`src/rtl/bp_fe_instr_realigner.sv`:
```
// Front-end realigner: splits word-aligned fetch words into 16/32-bit instructions
// using a three-halfword buffer, one instruction per consumer handshake.
module bp_fe_instr_realigner #(
    parameter int vaddr_width_p = 39
) (
    input  logic                     clk_i,
    input  logic                     reset_n_i,
    input  logic                     redirect_i,
    input  logic                     fetch_v_i,
    output logic                     fetch_ready_o,
    input  logic [vaddr_width_p-1:0] fetch_pc_i,
    input  logic [31:0]              fetch_data_i,
    output logic                     instr_v_o,
    input  logic                     instr_ready_i,
    output logic [31:0]              instr_o,
    output logic [vaddr_width_p-1:0] instr_pc_o,
    output logic                     instr_compressed_o
);

    // Handshakes: a transfer happens on a rising edge where valid and ready are both high.
    // fetch_ready_o may depend on instr_ready_i; neither valid depends on its own ready.
    logic [2:0][15:0]         hb_q, hb_d, hb_shifted;
    logic [1:0]               cnt_q, cnt_d;
    logic [vaddr_width_p-1:0] pc_q, pc_d;

    logic       head_compressed;
    logic       instr_v;
    logic       fetch_ready;
    logic       emit;
    logic       accept;
    logic [1:0] consumed;
    logic [1:0] rem;

    always_comb begin
        head_compressed = (hb_q[0][1:0] != 2'b11);
        instr_v = reset_n_i & ~redirect_i &
                  (head_compressed ? (cnt_q != 2'd0) : (cnt_q >= 2'd2));
        emit = instr_v & instr_ready_i;
        consumed = 2'd0;
        if (emit) begin
            consumed = head_compressed ? 2'd1 : 2'd2;
        end
        // emit guarantees consumed <= cnt_q, so this never underflows
        rem = cnt_q - consumed;
        fetch_ready = reset_n_i & ~redirect_i & (rem <= 2'd1);
        accept = fetch_v_i & fetch_ready;
    end

    always_comb begin
        case (consumed)
            2'd1:    hb_shifted = {16'h0000, hb_q[2], hb_q[1]};
            2'd2:    hb_shifted = {32'h0000_0000, hb_q[2]};
            default: hb_shifted = hb_q;
        endcase
    end

    always_comb begin
        hb_d  = hb_shifted;
        cnt_d = rem;
        pc_d  = pc_q + vaddr_width_p'({consumed, 1'b0});
        if (redirect_i) begin
            hb_d  = hb_q;
            cnt_d = 2'd0;
            pc_d  = pc_q;
        end else if (accept) begin
            if (rem == 2'd0) begin
                pc_d = fetch_pc_i;
                if (fetch_pc_i[1]) begin
                    hb_d[0] = fetch_data_i[31:16];
                    cnt_d   = 2'd1;
                end else begin
                    hb_d[0] = fetch_data_i[15:0];
                    hb_d[1] = fetch_data_i[31:16];
                    cnt_d   = 2'd2;
                end
            end else begin
                // One halfword left: the word continues it at pc+2, aligned.
                hb_d[1] = fetch_data_i[15:0];
                hb_d[2] = fetch_data_i[31:16];
                cnt_d   = 2'd3;
            end
        end
    end

    always_ff @(posedge clk_i or negedge reset_n_i) begin
        if (!reset_n_i) begin
            hb_q  <= '0;
            cnt_q <= 2'd0;
            pc_q  <= '0;
        end else begin
            hb_q  <= hb_d;
            cnt_q <= cnt_d;
            pc_q  <= pc_d;
        end
    end

    assign instr_v_o          = instr_v;
    assign fetch_ready_o      = fetch_ready;
    assign instr_o            = head_compressed ? {16'h0000, hb_q[0]} : {hb_q[1], hb_q[0]};
    assign instr_pc_o         = pc_q;
    assign instr_compressed_o = instr_v & head_compressed;

endmodule

```
`config.mk`:
```
export PLATFORM = sky130hd
export DESIGN_NAME = bp_fe_instr_realigner
export DESIGN_NICKNAME = d
export VERILOG_FILES = /design/src/rtl/bp_fe_instr_realigner.sv
export SDC_FILE = /design/constraint.sdc
export NUM_CORES = 1
export LEC_CHECK = 0
export ABC_AREA = 1
export BUFFER_PORTS_ARGS = -buffer_cell sky130_fd_sc_hd__buf_2
export CORE_MARGIN = 5
export CORE_UTILIZATION = 35
export CTS_CLUSTER_SIZE = 14
export DETAILED_ROUTE_END_ITERATION = 10
export GPL_ROUTABILITY_DRIVEN = 0
export SLEW_MARGIN = 20
export SYNTH_ARGS = -nofsm -noshare
export SYNTH_HDL_FRONTEND = slang
export SYNTH_SLANG_ARGS = --single-unit
```
`constraint.sdc`:
```
create_clock -name clk_i -period 4 [get_ports clk_i]
set_input_delay 0.8 -clock clk_i [delete_from_list [all_inputs] [get_ports clk_i]]
set_output_delay 0.8 -clock clk_i [all_outputs]
set_load 0.005 [all_outputs]
```
---- Word-level counts from Yosys, hierarchy flattened ----
Index checks and enable logic that the tools add are counted.
cells by class
  mux-type cells .......................... 17
  bitwise gates (word level) .............. 7
  $add $sub $neg .......................... 2
  reductions and logical operators ........ 2
  order comparisons ....................... 2
  equality and inequality tests ........... 3
operators by type and width
  cell                                                                              count
  48-bit one-hot mux with 2 select lines                                            1
  16-bit two-way mux                                                                5
  39-bit two-way mux                                                                2
  48-bit two-way mux                                                                1
  39-bit by 3-bit adder with 39-bit output                                          1
  32-bit two-way mux                                                                1
  2-bit two-way mux                                                                 6
  1-bit AND                                                                         6
  2-bit by 1-bit equality test with 1-bit output, second input constant             1
  2-bit equality test, second input constant                                        1
  2-bit greater-or-equal comparator, second input constant                          1
  2-bit by 1-bit less-or-equal comparator with 1-bit output, second input constant  1
  2-bit zero test                                                                   1
  2-bit inequality test, second input constant                                      1
  2-bit nonzero test                                                                1
  2-bit subtractor                                                                  1
  1-bit two-way mux                                                                 1
  1-bit inverter                                                                    1
storage, ports and cells
  input port bits ......................... 76
  flip-flop bits (word level) ............. 89
  output and inout bits ................... 74
  word-level logic and storage cells ...... 38

---- Longest topological paths before layout ----
  depth after elaboration ................. 11
  mapped depth ............................ 17
  mapped depth without buffers ............ 16

---- Least setup slack after synthesis ----
Ideal clock, no wire load.
  kind .................................... input-to-reg
  start ................................... input port redirect_i
  end ..................................... register pc_q[35] (netlist: instr_pc_o[35])
  setup slack ............................. 0.537 ns
  arrival ................................. 3.345 ns
  data required time ...................... 3.882 ns
  path buffers ............................ 2
  library setup time ...................... 0.118 ns
  stages .................................. 16
  cell sequence ........................... clkbuf_1 > nor2_4 > o211ai_1 > nor2_2 > buf_2 > ha_1 > inv_1 > fa_1 > nor2_2 > nand3_1 > nor3_1 > nand3_1 > nand2_1 > nand2_1 > nand3_1 > nand2_1
on the way
  word-level cells in the longest chain between the ends .. 10
  elaborated cells between the ends (all ways) .. 13
  those cells by class .................... add/sub (2); order compare (1); mux (3); bitwise (6); reduce/logical (1)
RTL lines
  item                                                                                               RTL line  source
  start: declaration                                                                                 8         input logic redirect_i,
  parallel branches: the longest is 10 deep, another holds 39-bit by 3-bit adder with 39-bit output  --
  end signal: assignment                                                                             93        pc_q <= pc_d;
  end: declaration                                                                                   24        logic [vaddr_width_p-1:0] pc_q, pc_d;
Parallel ways; which one is timed is not known.
A chain may end at the register's enable or synchronous reset.

---- Final worst setup path ----
  start ................................... input port reset_n_i
  end ..................................... output port fetch_ready_o
on the way
  word-level cells in the longest chain between the ends .. 7
RTL lines
  item                                                       RTL line  source
  start: declaration                                         7         input logic reset_n_i,
  1-bit AND *                                                36, 45
  1-bit AND                                                  36        instr_v = reset_n_i & ~redirect_i &
  1-bit AND                                                  38        emit = instr_v & instr_ready_i;
  2-bit two-way mux                                          40        if (emit) begin
  2-bit subtractor                                           44        rem = cnt_q - consumed;
  2-bit by 1-bit less-or-equal comparator with 1-bit output  45        fetch_ready = reset_n_i & ~redirect_i & (rem <= 2'd1);
  1-bit AND *                                                45
  end: declaration                                           10        output logic fetch_ready_o,
Mark *: on every way between the ends. The rest lies on a longest branch, timed or not.

==> impl_metrics.csv <==
group,metric,value,unit
pwr,combPwrFrac,0.322,
logic_synthesis,synth_top_family_by_area,"simple AND/OR/NAND/NOR gates",
logic_synthesis,synth_area,6460,sq um
critical_path,path_cells,"buf_4 > inv_1 > nor2_4 > o211ai_1 > nor2_2 > ha_1 > xor2_2 > inv_2 > nand2_1 > nand3_1 > inv_1 > buf_2",
pwr,intPower,2230,uW
grt,grt_pass1_vias,6611,
logic_synthesis,synth_compound_area_frac,0.0472,
finish,final_core_util,0.424,
critical_path,rr_startpoint,"hb_q[1]$_DFFE_PN0N_",
placed_design,pre_cts_ws,0.495,ns
floorplanning,ios,150,
job,drv_cap,0,
logic_synthesis,ys_warn_count,0,
logic_synthesis,synth_fp_nets,1143,
critical_path,crit_path_frequent_cell,"inv_1",
critical_path,setup.worst_path.class,"in2out",
critical_path,crit_path_end_kind,"output port",
critical_path,worst_path_largest_cell_delay,0.21,ns
route,dr.pass1.iters,5,
route,dr_wl_met2,10100,um
clock_network,postCtsSetupBuffers,0,
min_path,hp-start,"instr_pc_o[0]$_DFFE_PN0P_",
floorplanning,rows,49,
pwr,power.leakage,0.00425,uW
grt,grt_pass1_wl,34700,um
placed_design,dp_cells,1397,
logic_synthesis,ys_types,25,
clock_network,worstSkewPairLatency,0.35,ns
floorplanning,core-area,18100,sq um
logic_synthesis,synth_seq_area_share,0.344,
floorplanning,start_util,0.357,
route,ant_nets,0,
logic_synthesis,synth_cells,1063,
timing,grt_setup_unrepaired,"false",
clock_network,cts_inserted_buffers,9,
timing,setup_ws,0.812,ns
clock_network,root_buffer,"clkbuf_16",
critical_path,reg2reg_slack,0.89,ns
logic_synthesis,synth_largest_area_cell,"dfrtp_1",
finish,diodes,0,
logic_synthesis,yosys.cell_count.top_type,"nand2_1",
timing,fin_tns_setup,0,ns
floorplanning,fp.dieH,146,um
route,wl_met3,1510,um
logic_synthesis,synth_area_per_cell,6.08,sq um
logic_synthesis,synthFlopType,"dfrtp_1",
timing,hold_violations,0,
clock_network,post_cts_resized,0,
placed_design,portBuffers,149,
critical_path,crit_required,3.20,ns
clock_network,cts_buffer_depth,2,
pwr,power.clock.fraction,0.272,
critical_path,start_kind,"primary input",
pwr,power_switching,1310,uW
logic_synthesis,ys_seq_elements,89,
clock_network,cts_hold_buf,0,
clock_network,clk_pin_slew_worst_paths,0.07,ns
clock_network,htreeDepth,3,
min_path,whs_path_depth,2,
finish,nets,1259,
timing,fin_worst_skew,0.00942,ns
finish,instances_no_fill,1413,
route,drc,0,
route,top_layer,"met4",
min_path,worstHoldEndpoint,"instr_pc_o[0]$_DFFE_PN0P_",
grt,antenna_found_initial,0,
critical_path,slowest_stage,"ha_1",
critical_path,arrival,2.39,ns
route,wl_met1,9380,um
placed_design,dpl.hpwl,15200,um
pwr,switching_share,0.370,
pwr,peakVddDrop,0.245,mV
status,outcome,"completed",
logic_synthesis,synth-xor-area-share,0.0445,
logic_synthesis,yosys.area_share.adder,0.00890,
critical_path,r2r_end,"instr_pc_o[19]$_DFFE_PN0N_",
clock_network,cts_tree,"done",
timing,maxSlewViolCount,0,
timing,fin_crit,3.19,ns
timing,fin_crit_sh,0.797,
timing,finalSetupViolations,0,
route,viasPerCell,4.85,
route,via_count,6854,
finish,drive_gt1_frac,0.164,
grt,grt_overflow,0,
timing,worst_slew_pin_slew,0.934,ns
logic_synthesis,synthTopCellsByArea,"dfrtp_1, nand2_1, nand3_1",
finish,fillers,1962,
grt,grt_max_degree,50,
route,routed_wl,21300,um
logic_synthesis,synth_simple_gate_area_share,0.440,
timing,relSlewSlack,0.377,
floorplanning,die_w,146,um
critical_path,crit_fanout,6,
route,wl_per_cell,15.1,um
floorplanning,die_area,21300,sq um
logic_synthesis,synth_edf_count,0,
critical_path,cp_num_buf_inv,5,
clock_network,cts_sinks,89,
finish,areaGrowthSynthToFinish,18.5,%
logic_synthesis,synth_top_cell_area_share,0.344,
pwr,pwr-share-seq,0.406,
logic_synthesis,synth_mux_area_frac,0,
critical_path,reg2regPathDepth,13,
pwr,powerDensity,461,nW/um^2
route,drt_iter0_drc,441,
timing,fmax,314,MHz
critical_path,cp_top_family,"simple AND/OR/NAND/NOR gates",
grt,grt.total_usage,0.200,
min_path,hold_class,"reg2reg",
logic_synthesis,yosys-top-cells-count,"nand2_1, nor2_1, inv_1",
logic_synthesis,synthArstFlopShare,1.00,
-- how the worst max path moves through the flow --
stage,from,depth (start not counted),slack (ns),endpoint
final,reset_n_i,12,0.81,fetch_ready_o
after global routing,reset_n_i,16,0.57,instr_pc_o[35]$_DFFE_PN0N_
after CTS,reset_n_i,12,0.79,fetch_ready_o
after detailed placement,reset_n_i,16,0.49,instr_pc_o[35]$_DFFE_PN0N_
after global placement,reset_n_i,16,0.57,instr_pc_o[35]$_DFFE_PN0N_
after floorplan,redirect_i,16,0.54,instr_pc_o[35]$_DFFE_PN0N_
-- cells by family (layout without fill, tap and decap cells) --
family | count (synthesis) | count (layout)
and+or+nand+nor | 708 | 708
xor gates and xnor gates | 32 | 32
buffers and inverters | 175 | 296
AOI/OAI and AO/OA | 55 | 55
adders and majority gates | 4 | 4
DFF | 89 | 89
-- per-stage QoR --
stage	hold slack, ns	area [sq um]	power [uW]
6_report	0.487	7660	3530
2_1_floorplan	0.472	6460	2180
5_1_grt	0.522	7660	3790
3_3_place_gp	0.459	7330	2570
3_5_place_dp	0.466	7330	2590
4_1_cts	0.484	7660	3560
-- state kept, by name (all words and copies together) (netlist names) --
signal and count:
hb_q 48, instr_pc_o 39, cnt_q 2
-- metal layers --
metal,GRT usage,vias to the layer above
met4,0.0461,0
li1,-,3470
met1,0.260,3134
met5,0,-
met2,0.337,226
met3,0.0489,24
-- final cells by class --
cell class | count | area, sq um | share of cell area
repair buffers | 169 | 898 | 0.117
clock buffers | 11 | 243 | 0.0317
multi-input cells | 799 | 3500 | 0.457
clock inverters | 5 | 87.6 | 0.0114
inverters | 111 | 417 | 0.0544
well taps | 229 | 287 | 0.0374
flip-flops and latches | 89 | 2230 | 0.291
-- power by group through the flow --
stage	registers, uW	logic, uW	clock network, uW
floorplan	1390	797	0
global placement	1440	1130	0
global route	1470	1310	1020
detailed placement	1440	1140	0
CTS	1430	1150	984
finish	1430	1140	963
-- placed cells by master, fill, tap and decap left out, types with 3 or more instances in the layout --
cell type,netlist,final
buf_4,20,21
o211ai_1,12,12
a21oi_1,30,30
xor2_1,12,12
nand3_1,106,106
inv_1,109,109
ha_1,3,3
xnor2_1,19,19
nor2_4,1,3
nor3_1,3,3
nand2_1,457,457
o21ai_0,13,13
dfrtp_1,89,89
nor2_1,128,127
buf_2,11,148
nand4_1,7,7
clkbuf_16,0,9
-- tightest hold or removal path, delay by kind of cell (launching register included) --
kind	cells	cell delay, ns
AND/OR/NAND/NOR	2	0.10
flip-flops	1	0.35
Note: power is estimated with default switching activity, not from simulation.
